## src/rtl/issue_ctrl.sv

```systemverilog
// In-order issue stage controller: register scoreboard, single outstanding
// memory op, jump wait state and a saturating stall counter.
module issue_ctrl (
    input  logic        clk,
    input  logic        rst,
    input  logic        dec_valid,
    input  logic [3:0]  ra_a,
    input  logic [3:0]  ra_b,
    input  logic [3:0]  ra_m,
    input  logic [3:0]  ra_d,
    input  logic        is_mem,
    input  logic        mem_write,
    input  logic        is_jump,
    input  logic        wb_valid,
    input  logic [3:0]  wb_reg,
    input  logic        mem_done,
    input  logic        jump_resolve,
    output logic        dec_ready,
    output logic        iss_valid,
    output logic [3:0]  iss_tag,
    output logic [15:0] busy,
    output logic [7:0]  stall_cnt
);

    localparam logic ST_RUN   = 1'b0;
    localparam logic ST_JWAIT = 1'b1;

    logic        state_r;
    logic        state_nxt_s;
    logic        mem_pend_r;
    logic        mem_pend_nxt_s;
    logic [15:0] busy_r;
    logic [15:0] busy_nxt_s;
    logic        iss_valid_r;
    logic [3:0]  iss_tag_r;
    logic [7:0]  stall_cnt_r;
    logic        hazard_s;
    logic        ready_s;
    logic        accept_s;

    // Hazard detection reads only registered scoreboard state (no writeback bypass).
    always_comb begin
        hazard_s = ((ra_a != 4'd0) && busy_r[ra_a]) ||
                   ((ra_b != 4'd0) && busy_r[ra_b]) ||
                   ((ra_m != 4'd0) && busy_r[ra_m]) ||
                   ((ra_d != 4'd0) && busy_r[ra_d]);
        ready_s  = !rst && (state_r == ST_RUN) && !hazard_s && !(is_mem && mem_pend_r);
        accept_s = dec_valid && ready_s;
    end

    // Scoreboard update: writeback clear and issue set may hit different registers together.
    always_comb begin
        busy_nxt_s = busy_r;
        if (wb_valid && (wb_reg != 4'd0)) begin
            busy_nxt_s[wb_reg] = 1'b0;
        end else begin
            busy_nxt_s = busy_nxt_s;
        end
        if (accept_s && (ra_d != 4'd0) && !(is_mem && mem_write)) begin
            busy_nxt_s[ra_d] = 1'b1;
        end else begin
            busy_nxt_s = busy_nxt_s;
        end
        busy_nxt_s[0] = 1'b0;
    end

    // Memory-pending flag and jump-wait state transitions.
    always_comb begin
        if (accept_s && is_mem) begin
            mem_pend_nxt_s = 1'b1;
        end else if (mem_done) begin
            mem_pend_nxt_s = 1'b0;
        end else begin
            mem_pend_nxt_s = mem_pend_r;
        end
        case (state_r)
            ST_RUN: begin
                if (accept_s && is_jump) begin
                    state_nxt_s = ST_JWAIT;
                end else begin
                    state_nxt_s = ST_RUN;
                end
            end
            ST_JWAIT: begin
                if (jump_resolve) begin
                    state_nxt_s = ST_RUN;
                end else begin
                    state_nxt_s = ST_JWAIT;
                end
            end
            default: state_nxt_s = ST_RUN;
        endcase
    end

    // State registers with synchronous reset.
    always_ff @(posedge clk) begin
        if (rst) begin
            state_r     <= ST_RUN;
            mem_pend_r  <= 1'b0;
            busy_r      <= 16'h0000;
            iss_valid_r <= 1'b0;
            iss_tag_r   <= 4'd0;
            stall_cnt_r <= 8'd0;
        end else begin
            state_r     <= state_nxt_s;
            mem_pend_r  <= mem_pend_nxt_s;
            busy_r      <= busy_nxt_s;
            iss_valid_r <= accept_s;
            if (accept_s) begin
                iss_tag_r <= ra_d;
            end
            if (dec_valid && !ready_s && (stall_cnt_r != 8'd255)) begin
                stall_cnt_r <= stall_cnt_r + 8'd1;
            end
        end
    end

    assign dec_ready = ready_s;
    assign iss_valid = iss_valid_r;
    assign iss_tag   = iss_tag_r;
    assign busy      = busy_r;
    assign stall_cnt = stall_cnt_r;

endmodule

```

## config.mk

```make
export PLATFORM = sky130hd
export DESIGN_NAME = issue_ctrl
export DESIGN_NICKNAME = d
export VERILOG_FILES = /design/src/rtl/issue_ctrl.sv
export SDC_FILE = /design/constraint.sdc
export NUM_CORES = 1
export LEC_CHECK = 0
export CAP_MARGIN = 5
export CORE_AREA = 2 2 80 59
export CTS_CLUSTER_DIAMETER = 80
export DETAILED_ROUTE_END_ITERATION = 8
export DIE_AREA = 0 0 82 61
export PLACE_DENSITY = 0.82
export SYNTH_ARGS = -nofsm -noshare
export SYNTH_HDL_FRONTEND = slang
export SYNTH_SLANG_ARGS = --single-unit
export TNS_END_PERCENT = 50
```

## constraint.sdc

```tcl
create_clock -name clk -period 3.3 [get_ports clk]
set_input_delay 0.66 -clock clk [delete_from_list [all_inputs] [get_ports clk]]
set_output_delay 0.66 -clock clk [all_outputs]
set_load 0.02 [all_outputs]
```

==> flow_summary_export.csv <==
group,metric,value,unit
status,run_status,"complete, no violations",
floorplanning,rows,20,
sta,setup_viol,0,
global_route,grt_pass1_vias,1721,
placement,finalWeightedCongestion,0.884,
global_route,grt_max_degree,20,
clock_tree,clk_pin_slew,0.06,ns
critical_path,worstSetupPathType,"input pin to primary output",
global_route,use_met3,4.91,%
sta,hold_viol,0,
synthesis,synth_area_leaders,"dfxtp_1, mux4_2, mux2i_1",
sta,fmax,316,MHz
critical_path,arrival,2.50,ns
finish,syn_to_final_growth,41.8,%
finish,drive_gt1_share,21.8,%
routing,vias_per_cell,5.82,
synthesis,synthArstFlopShare,0,%
placement,dp.final_hpwl,3.99,mm
synthesis,syn-cell-area,1910,um^2
sta,whs,0.476,ns
pwr,peakVddDrop,0.000218,V
pwr,p_per_area,317,nW/um^2
synthesis,synth_edf_count,0,
floorplanning,die_area,5000,um^2
clock_tree,cts_tree,"done",
clock_tree,hold_buffers,0,
synthesis,yosysTopAreaCellShare,31.5,%
global_route,antenna_found_initial,0,
sta,rsz0062_at_grt,"no",
global_route,use_met1,30.6,%
floorplanning,core_area,4200,um^2
synthesis,yosys.area.top_type,"dfxtp_1",
clock_tree,cts_sinks,30,
critical_path,crit_path_max_fanout,6,
floorplanning,die_x,82,um
placement,dpl_cell_area,2620,um^2
clock_tree,clockBufferDepth,2,
routing,drtAntennaViolNets,0,
synthesis,syn_nets,217,
synthesis,yosysMostFrequentCell,"dfxtp_1",
floorplanning,initial_core_util,45.4,%
sta,tightest_slew,0.500,ns
finish,fin_nets,291,
routing,drc_errors,0,
synthesis,synth_ff_type,"dfxtp_1",
sta,clock_skew,0.00427,ns
sta,layout_min_cycle_time,3.16,ns
global_route,use_met2,34.1,%
synthesis,syn_inst,187,
global_route,busiest_layer,"met2",
clock_tree,cts_made_buffers,5,
routing,dr_total_vias,1844,
synthesis,syn_area_per_cell,10.2,um^2
finish,antenna-diode-count,0,
synthesis,synth.distinct_cells,50,
worst_hold_path,hp-class,"register to register",
placement,port-buffer-count,57,
clock_tree,cts-root-buf,"clkbuf_8",
finish,finish.utilization,64.3,%
routing,dr.pass1.iters,4,
routing,wl,5.15,mm
synthesis,yosysSeqAreaShare,31.5,%
critical_path,startpoint_type,"input pin",
finish,final_cell_area,2700,um^2
synthesis,yosys_warnings,0,
global_route,gr-total-overflow,0,
synthesis,netlist_top_cells_count,"dfxtp_1, nand2_1, nor2_1, mux2i_1",
flow_run,max_cap_violations,0,
clock_tree,h-tree-depth,2,
clock_tree,clk_latency,0.28,ns
routing,first_iter_violations,71,
pwr,leakage,0.992,nW
global_route,grt_pass1_wl,8.22,mm
critical_path,required,2.64,ns
synthesis,ys_ff_latch,30,
sta,finalCritPeriodShare,95.9,%
critical_path,critPathCaptureType,"primary output",
global_route,track_usage,21.9,%
sta,slew_violations,0,
sta,slew_headroom,66.6,%
floorplanning,die_h,61,um
floorplanning,io_pins,59,
routing,routedWlPerCell,16.2,um
==> worst max-delay path: stages <==
cell,delay (ns)
dlygate4sd2_1,0.33
mux4_1,0.60
nand2_1,0.10
nand2_2,0.06
a2111oi_4,0.35
and2_4,0.22
buf_2,0.16
==> cell usage in the layout, fill, tap and decap left out, types with 5 or more instances in the layout <==
cell,synthesis,layout
buf_4,3,18
clkbuf_8,0,6
clkdlybuf4s50_1,0,51
dfxtp_1,30,30
inv_1,7,7
mux2i_1,11,11
mux4_2,9,9
nand2_1,13,13
nand3_1,8,8
nor2_1,13,13
nor2b_1,5,5
o211ai_1,9,9
o21ai_0,7,7
o21ai_1,5,5
==> state kept, by name, indices dropped and copies added (netlist names) <==
name / count
stall_cnt: 8
state_r: 1
iss_valid: 1
mem_pend_r: 1
iss_tag: 4
busy: 15
==> power by group <==
group	internal [mW]	leakage (nW)	switching, mW
sequential	0.371	0.243	0.00854
clock	0.167	0.0472	0.139
combinational	0.0891	0.702	0.0804
total	0.628	0.992	0.228
==> final timing paths <==
path	startpoint	to	slack (ns)	depth (start not counted)
max	ra_m[1]	dec_ready	0.14	7
min	mem_pend_r$_SDFFE_PP0P_	mem_pend_r$_SDFFE_PP0P_	0.48	1
max reg2reg	busy[11]$_SDFF_PP0_	busy[3]$_SDFF_PP0_	0.90	9
min reg2reg	mem_pend_r$_SDFFE_PP0P_	mem_pend_r$_SDFFE_PP0P_	0.48	1
==> layer usage <==
metal | vias to the layer above | part of all wire, %
li1 | 869 | -
met1 | 888 | 46
met2 | 77 | 46
met3 | 10 | 7.4
met4 | 0 | 1.4
met5 | - | 0
==> per-stage QoR <==
stage,cells,setup slack (ns),TNS [ns],power (mW)
after CTS,317,0.0366,0,0.862
after global routing,317,0.0599,0,0.886
final,317,0.135,0,0.856
after global placement,309,-0.499,-0.499,0.557
after detailed placement,309,-0.576,-0.778,0.560
after floorplan,187,0.574,0,0.472
==> repair_timing <==
| action | CTS | global route |
|---|---|---|
| gates cloned | 0 | 0 |
| endpoints found under the setup margin | 1 | 1 |
| pin swaps | 0 | 1 |
| buffers inserted | 0 | 0 |
| resized for setup | 7 | 2 |
==> layout make-up <==
class                           count  area [um^2]
Clock inverter                      2         12.5
Fill cell                         370         1500
Tap cell                           55         68.8
Multi-Input combinational cell    142         1210
Inverter                            7         26.3
Clock buffer                        6         82.6
Sequential cell                    30          601
Timing Repair Buffer               75          698
==> logic make-up after synthesis <==
family	after synthesis	share of synthesized area [%]
simple gates	63	19.1
compound gates	47	19.2
fa+ha+maj	1	0.656
flops	30	31.5
buf+inv	15	4.79
other cells	1	0.197
xor+xnor	2	0.919
mux	28	23.7
Note: power is estimated with default switching activity, not from simulation.
